$ cat src/rtl/switch_event_gen.sv
// switch_event_gen: debounces a raw switch pin into press/release pulses and a clean level.
// Define SW_LONG_PRESS_EN to add the oSwLong held-press pulse.
module switch_event_gen #(
   parameter int DEBOUNCE_CYCLES = 1000000,
   parameter bit SW_ACTIVE_LOW   = 1'b1,
   parameter int LONG_CYCLES     = 50000000
) (
   input  logic iClk,
   input  logic iRst,
   input  logic iSwRaw,
   output logic oSwDown,
   output logic oSwUp,
`ifdef SW_LONG_PRESS_EN
   output logic oSwLong,
`endif
   output logic oSwLevel
);
   localparam int CW = $clog2(DEBOUNCE_CYCLES + 1);
   localparam logic [CW-1:0] CNT_LAST = CW'(DEBOUNCE_CYCLES - 1);
   localparam logic [CW-1:0] CNT_MAX  = CW'(DEBOUNCE_CYCLES);
   localparam logic REL = SW_ACTIVE_LOW;
   typedef enum logic [1:0] {S_UP, S_CHK_DN, S_DOWN, S_CHK_UP} state_t;
   state_t state_q, state_d;
   logic [CW-1:0] cnt_q, cnt_d, cnt_inc;
   logic sync1_q, sync2_q, sw_p;
   logic down_q, down_d, up_q, up_d, level_q, level_d;
   assign sw_p    = sync2_q ^ REL;
   assign cnt_inc = (cnt_q < CNT_MAX) ? cnt_q + CW'(1) : cnt_q;
   always_comb begin
      state_d = state_q;
      cnt_d   = cnt_q;
      down_d  = 1'b0;
      up_d    = 1'b0;
      level_d = level_q;
      case (state_q)
         S_UP: begin
            state_d = sw_p ? S_CHK_DN : S_UP;
            cnt_d   = sw_p ? CW'(1) : '0;
         end
         S_CHK_DN:
            if (!sw_p) begin
               state_d = S_UP;
               cnt_d   = '0;
            end else if (cnt_q == CNT_LAST) begin
               state_d = S_DOWN;
               cnt_d   = '0;
               level_d = 1'b1;
               down_d  = 1'b1;
            end else
               cnt_d = cnt_inc;
         S_DOWN: begin
            state_d = sw_p ? S_DOWN : S_CHK_UP;
            cnt_d   = sw_p ? '0 : CW'(1);
         end
         S_CHK_UP:
            if (sw_p) begin
               state_d = S_DOWN;
               cnt_d   = '0;
            end else if (cnt_q == CNT_LAST) begin
               state_d = S_UP;
               cnt_d   = '0;
               level_d = 1'b0;
               up_d    = 1'b1;
            end else
               cnt_d = cnt_inc;
      endcase
   end
   always_ff @(posedge iClk) begin
      if (iRst) begin
         sync1_q <= REL;
         sync2_q <= REL;
         state_q <= S_UP;
         cnt_q   <= '0;
         down_q  <= 1'b0;
         up_q    <= 1'b0;
         level_q <= 1'b0;
      end else begin
         sync1_q <= iSwRaw;
         sync2_q <= sync1_q;
         state_q <= state_d;
         cnt_q   <= cnt_d;
         down_q  <= down_d;
         up_q    <= up_d;
         level_q <= level_d;
      end
   end
   assign oSwDown  = down_q;
   assign oSwUp    = up_q;
   assign oSwLevel = level_q;
`ifdef SW_LONG_PRESS_EN
   localparam int HW = $clog2(LONG_CYCLES + 1);
   localparam logic [HW-1:0] HOLD_LAST = HW'(LONG_CYCLES - 1);
   localparam logic [HW-1:0] HOLD_MAX  = HW'(LONG_CYCLES);
   logic [HW-1:0] hold_q, hold_d;
   logic long_q, long_d, holding;
   // Bounces back from S_CHK_UP keep counting; only a fresh press clears the hold time.
   always_comb begin
      holding = (state_q == S_DOWN) || (state_q == S_CHK_UP);
      hold_d  = (state_q == S_CHK_DN && state_d == S_DOWN) ? '0 :
                (holding && hold_q < HOLD_MAX) ? hold_q + HW'(1) : hold_q;
      long_d  = holding && hold_q == HOLD_LAST && state_d != S_UP;
   end
   always_ff @(posedge iClk) begin
      if (iRst) begin
         hold_q <= '0;
         long_q <= 1'b0;
      end else begin
         hold_q <= hold_d;
         long_q <= long_d;
      end
   end
   assign oSwLong = long_q;
`endif
endmodule

$ cat config.mk
export PLATFORM = sky130hd
export DESIGN_NAME = switch_event_gen
export DESIGN_NICKNAME = d
export VERILOG_FILES = /design/src/rtl/switch_event_gen.sv
export SDC_FILE = /design/constraint.sdc
export NUM_CORES = 1
export LEC_CHECK = 0
export CAP_MARGIN = 15
export CORE_MARGIN = 1.5
export CORE_UTILIZATION = 29
export DETAILED_ROUTE_END_ITERATION = 8
export GPL_ROUTABILITY_DRIVEN = 1
export PLACE_DENSITY_LB_ADDON = 0.05
export SLEW_MARGIN = 10
export SYNTH_ARGS = -nofsm -noshare
export SYNTH_HDL_FRONTEND = slang
export SYNTH_SLANG_ARGS = --single-unit
$ cat constraint.sdc
create_clock -name iClk -period 2.2 [get_ports iClk]
set_input_delay 0.33 -clock iClk [delete_from_list [all_inputs] [get_ports iClk]]
set_output_delay 0.33 -clock iClk [all_outputs]
set_load 0.1 [all_outputs]
Yosys cells after proc, flatten, opt, wreduce, memory -nomap -nowiden
Index checks and enable logic that the tools add are counted.
{"block": "totals", "ff_bits": 27, "input_bits": 3, "output_inout_bits": 3, "wordCells": 48}
{"block": "classes", "add_sub_neg": 1, "magnitude_cmp": 1, "eq_ne": 10, "muxes": 20, "bitwise": 3, "n_reduce_logical": 6}
{"operator": "two-way mux 20 bit", "n": 4}
{"operator": "one-hot mux 20 bit (4 select lines)", "n": 1}
{"operator": "adder 20 x 1 -> 20 bit (second input constant)", "n": 1}
{"operator": "equality test 20 bit (second input constant)", "n": 1}
{"operator": "< comparator 20 bit (second input constant)", "n": 1}
{"operator": "two-way mux 1 bit", "n": 9}
{"operator": "two-way mux 2 bit", "n": 4}
{"operator": "!= test 2 bit (second input constant)", "n": 4}
{"operator": "one-hot mux 2 bit (4 select lines)", "n": 1}
{"operator": "!= test 3 bit (second input constant)", "n": 2}
{"operator": "OR reduction 3 bit", "n": 2}
{"operator": "AND reduction 5 bit", "n": 1}
{"operator": "equality test 2 bit (second input constant)", "n": 2}
{"operator": "NOT 1 bit", "n": 3}
{"operator": "equality test 2 x 1 -> 1 bit (second input constant)", "n": 1}
{"operator": "zero test 2 bit", "n": 1}
{"operator": "one-hot mux 1 bit (2 select lines)", "n": 1}
{"operator": "AND reduction 2 bit", "n": 1}
{"operator": "nonzero test 2 bit", "n": 1}

Depth between registers and ports, before layout
{"block": "depth", "ltp_word": 5, "ltp_mapped": 8, "mapped_depth_nobuf": 6}

Least setup slack after synthesis
OpenSTA, ideal clock, no wires.
{"block": "synth_timing", "kind": "reg2reg", "startpoint": "reg cnt_q[14]", "endpoint": "reg cnt_q[5]", "setup_time_ps": 115, "arrival_time_ps": 1620, "required_ps": 2085, "setup_slack_ps": 465, "stages_incl_launch_ff": 9, "n_path_buf": 3, "period_less_slack_ps": 1735, "cell_sequence": "dfxtp_1 buf_4 or4b_4 a211oi_2 buf_6 buf_12 nor3_1 xnor2_1 nor2_1"}
{"block": "synth_via", "elab_chain_len": 5, "elab_cells_between_ends": 7, "cone_classes": "order compare (1); eq/ne (1); mux (5)"}
{"item": "from (decl)", "line": "24", "text": "logic [CW-1:0] cnt_q, cnt_d, cnt_inc;"}
{"item": "from (signal assigned)", "line": "81", "text": "cnt_q <= cnt_d;"}
{"item": "< comparator 20 bit", "line": "28", "text": "assign cnt_inc = (cnt_q < CNT_MAX) ? cnt_q + CW'(1) : cnt_q;"}
{"item": "two-way mux 20 bit", "line": "28"}
{"item": "two-way mux 20 bit (*)", "line": "44, 59"}
{"item": "two-way mux 20 bit (on tied branches)", "line": "56, 41"}
{"item": "one-hot mux 20 bit (4 select lines) (*)", "line": "35", "text": "case (state_q)"}
Mark *: on every way between the ends. The rest lies on a longest branch, timed or not.
A chain may end at the register's enable or synchronous reset.

Final worst setup path
{"block": "layout_timing", "startpoint": "reg cnt_q[10]", "endpoint": "reg cnt_q[15]"}
{"block": "layout_via", "elab_chain_len": 5, "elab_cells_between_ends": 8, "cone_classes": "add/sub (1); order compare (1); eq/ne (1); mux (5)"}
{"item": "adder 20 x 1 -> 20 bit or < comparator 20 bit (tied branches)", "line": "28"}
{"item": "two-way mux 20 bit", "line": "28"}
{"item": "two-way mux 20 bit (*)", "line": "44, 59"}
{"item": "two-way mux 20 bit (on tied branches)", "line": "56, 41"}
{"item": "one-hot mux 20 bit (4 select lines) (*)", "line": "35"}
Marks and branches as above.

==> run_results.csv <==
group,metric,value,unit
outcome,status,"complete, no violations",
synth,synth_cells,157,
floorplan,die_x,71.5,um
timing,tns,0,ns
placed_design,place.gp.congestion,0.712,
clock_network,cts_tree,"built",
worst_hold_path,worstHoldPathType,"reg -> reg",
clock_network,cts_resized,0,
placed_design,preCtsSetupSlack,0.329,ns
global_routing,grt_max_degree,20,
worst_hold_path,hp-start,"sync1_q",
floorplan,dieHeight,71.5,um
layout,layout.nets,169,
synth,synth_area_leaders,"dfxtp_1 (40%), xnor2_1 (11%), nor2_1 (6.9%)",
clock_network,ctsLongestPathBuffers,2,
setup_path,rr_endpoint,"cnt_q[15]",
synth,syn_area,0.00136,mm^2
setup_path,start_kind,"register",
clock_network,clk_pin_slew,0.10,ns
timing,slew_headroom,68.9,%
clock_network,htreeDepth,1,
clock_network,clock_latency,0.27,ns
layout,layout_common_cells,"dfxtp_1 (27), nor2_1 (25), xnor2_1 (17)",
timing,fin_skew,0.00560,ns
timing,period_share,86.7,%
setup_path,cp_max_fo,19,
global_routing,grt_pass1_vias,1112,
synth,synth.top_cell.area_share,39.7,%
synth,synth_cell_types,36,
worst_hold_path,holdPathEnd,"sync2_q",
route,post_drt_wl_per_cell,13.5,um
setup_path,required,2.36,ns
global_routing,grt_overflow_total,0,
timing,tightest_slew,0.461,ns
floorplan,io_pins,6,
synth,syn_nets,161,
timing,fmax,524,MHz
layout,synthToLayoutAreaGrowth,9.46,%
placed_design,hpwlAfterDp,2.11,mm
floorplan,core-area,0.00444,mm^2
clock_network,cts_made_buffers,3,
route,ant_nets,0,
floorplan,die_area,0.00512,mm^2
power_and_ir_drop,fin_total_pwr,0.818,mW
floorplan,initial_core_util,30.7,%
clock_network,cts.sinks,27,
setup_path,regToRegSetupSlack,0.29,ns
clock_network,hold_buffers,0,
layout,nFillCells,491,
placed_design,port-buffer-count,5,
route,vias_per_cell,5.15,
job,maxCapViolCount,0,
setup_path,crit_path_end_kind,"register",
synth,ys_warn_count,0,
timing,setup_viol,0,
setup_path,r2r-start,"cnt_q[10]",
synth,synth_edf_count,0,
synth,synth.avg_cell_area,8.68,um^2
timing,rsz0062_at_grt,"false",
setup_path,crit_type,"reg -> reg",
synth,ys_seq_elements,27,
route,vias,1113,
route,drt_first_pass_iters,5,
global_routing,track_usage,12.6,%
layout,mostFrequentLayoutCell,"dfxtp_1",
power_and_ir_drop,ir_drop,0.222,mV
route,drt_iter0_markers,13,
synth,synth_flop_cell,"dfxtp_1",
layout,diodes,0,
timing,worst_slack,0.292,ns
global_routing,antenna_found_initial,0,
worst_hold_path,whs_path_depth,1,
timing,hold_slack,0.420,ns
global_routing,grt_pass1_wl,5.19,mm
timing,hold_viol_final,0,
route,drc_errors,0,
power_and_ir_drop,p_leak,0.452,nW
synth,yosysSeqAreaShare,39.7,%
clock_network,post-cts-setup-buffers,0,
setup_path,arrival,2.07,ns
route,totalWireLength,2.92,mm
synth,yosys.area.top_type,"dfxtp_1",
synth,async_flop_share,0,%
layout,layout-drive-gt1-share,14.6,%
clock_network,clockRootBuffer,"clkbuf_8",
setup_path,rr_worst_depth,6,
floorplan,rows,24,
timing,min_period,1.91,ns
timing,drv_slew,0,
power_and_ir_drop,power_density,548,mW/mm^2
layout make-up:
class / count / area (um^2) / share of cell area [%]
timing repair buffer: 12 / 95.1 / 6.38
clock buffer: 3 / 41.3 / 2.77
clock inverter: 1 / 7.51 / 0.503
inverter: 3 / 11.3 / 0.755
tap: 52 / 65.1 / 4.36
sequential: 27 / 541 / 36.2
multi-input combinational: 118 / 731 / 49.0
synthesized netlist by cell type (3+ instances only):
library cell,count
dfxtp_1,27
nor2_1,25
xnor2_1,17
nand3_1,10
nor3_1,8
nor4_1,8
nand2_1,7
nand4_1,7
a21oi_1,6
and3_1,3
buf_6,3
inv_1,3
nor3b_1,3
or2_2,3
report_power, final:
group	total, mW	internal (mW)	switching [mW]
clock	0.291	0.129	0.162
combinational	0.0311	0.0117	0.0193
sequential	0.496	0.493	0.00314
per-layer routing:
metal | track usage [%] | share of wire, %
met2 | 20.4 | 46
met1 | 16.8 | 51
met5 | 0 | 0
met4 | 4.61 | 1.2
met3 | 2.39 | 1.8
cell families (layout without fill, tap and decap cells):
| group | count (synthesis) | in the layout | share of synthesized area [%] |
|---|---|---|---|
| flops | 27 | 27 | 39.7 |
| compound gates | 15 | 15 | 7.35 |
| simple gates | 85 | 85 | 34.4 |
| xor+xnor | 17 | 17 | 10.9 |
| buf+inv | 12 | 19 | 6.70 |
| fa+ha+maj | 1 | 1 | 0.918 |
stage by stage:
stage	instances	instance area (um^2)	utilization [%]
2_1_floorplan	157	1360	-
3_3_place_gp	212	1440	32.5
3_5_place_dp	212	1440	32.5
4_1_cts	216	1490	33.6
5_1_grt	216	1490	33.6
6_report	216	1490	33.6
registers in the layout, indices dropped and copies added, names as in the netlist, named ones only:
name	count
sync2_q	1
state_q	1
cnt_q	20
sync1_q	1
oSwLevel	1
oSwDown	1
oSwUp	1
how the worst max path moves through the flow:
| stage | start | endpoint |
|---|---|---|
| floorplan | cnt_q[14] | cnt_q[5] |
| global placement | cnt_q[10] | cnt_q[2] |
| detailed placement | cnt_q[10] | cnt_q[8] |
| CTS | cnt_q[10] | cnt_q[18] |
| global route | cnt_q[10] | cnt_q[10] |
| finish | cnt_q[10] | cnt_q[15] |
critical path, stage by stage (launching register included):
cell and delay (ns):
dfxtp_1 0.37, nor2_1 0.26, nor4b_1 0.44, and3_4 0.30
or3b_1 0.11, buf_4 0.23, nor2_1 0.08
No activity file was read; power rests on OpenSTA's default activity.
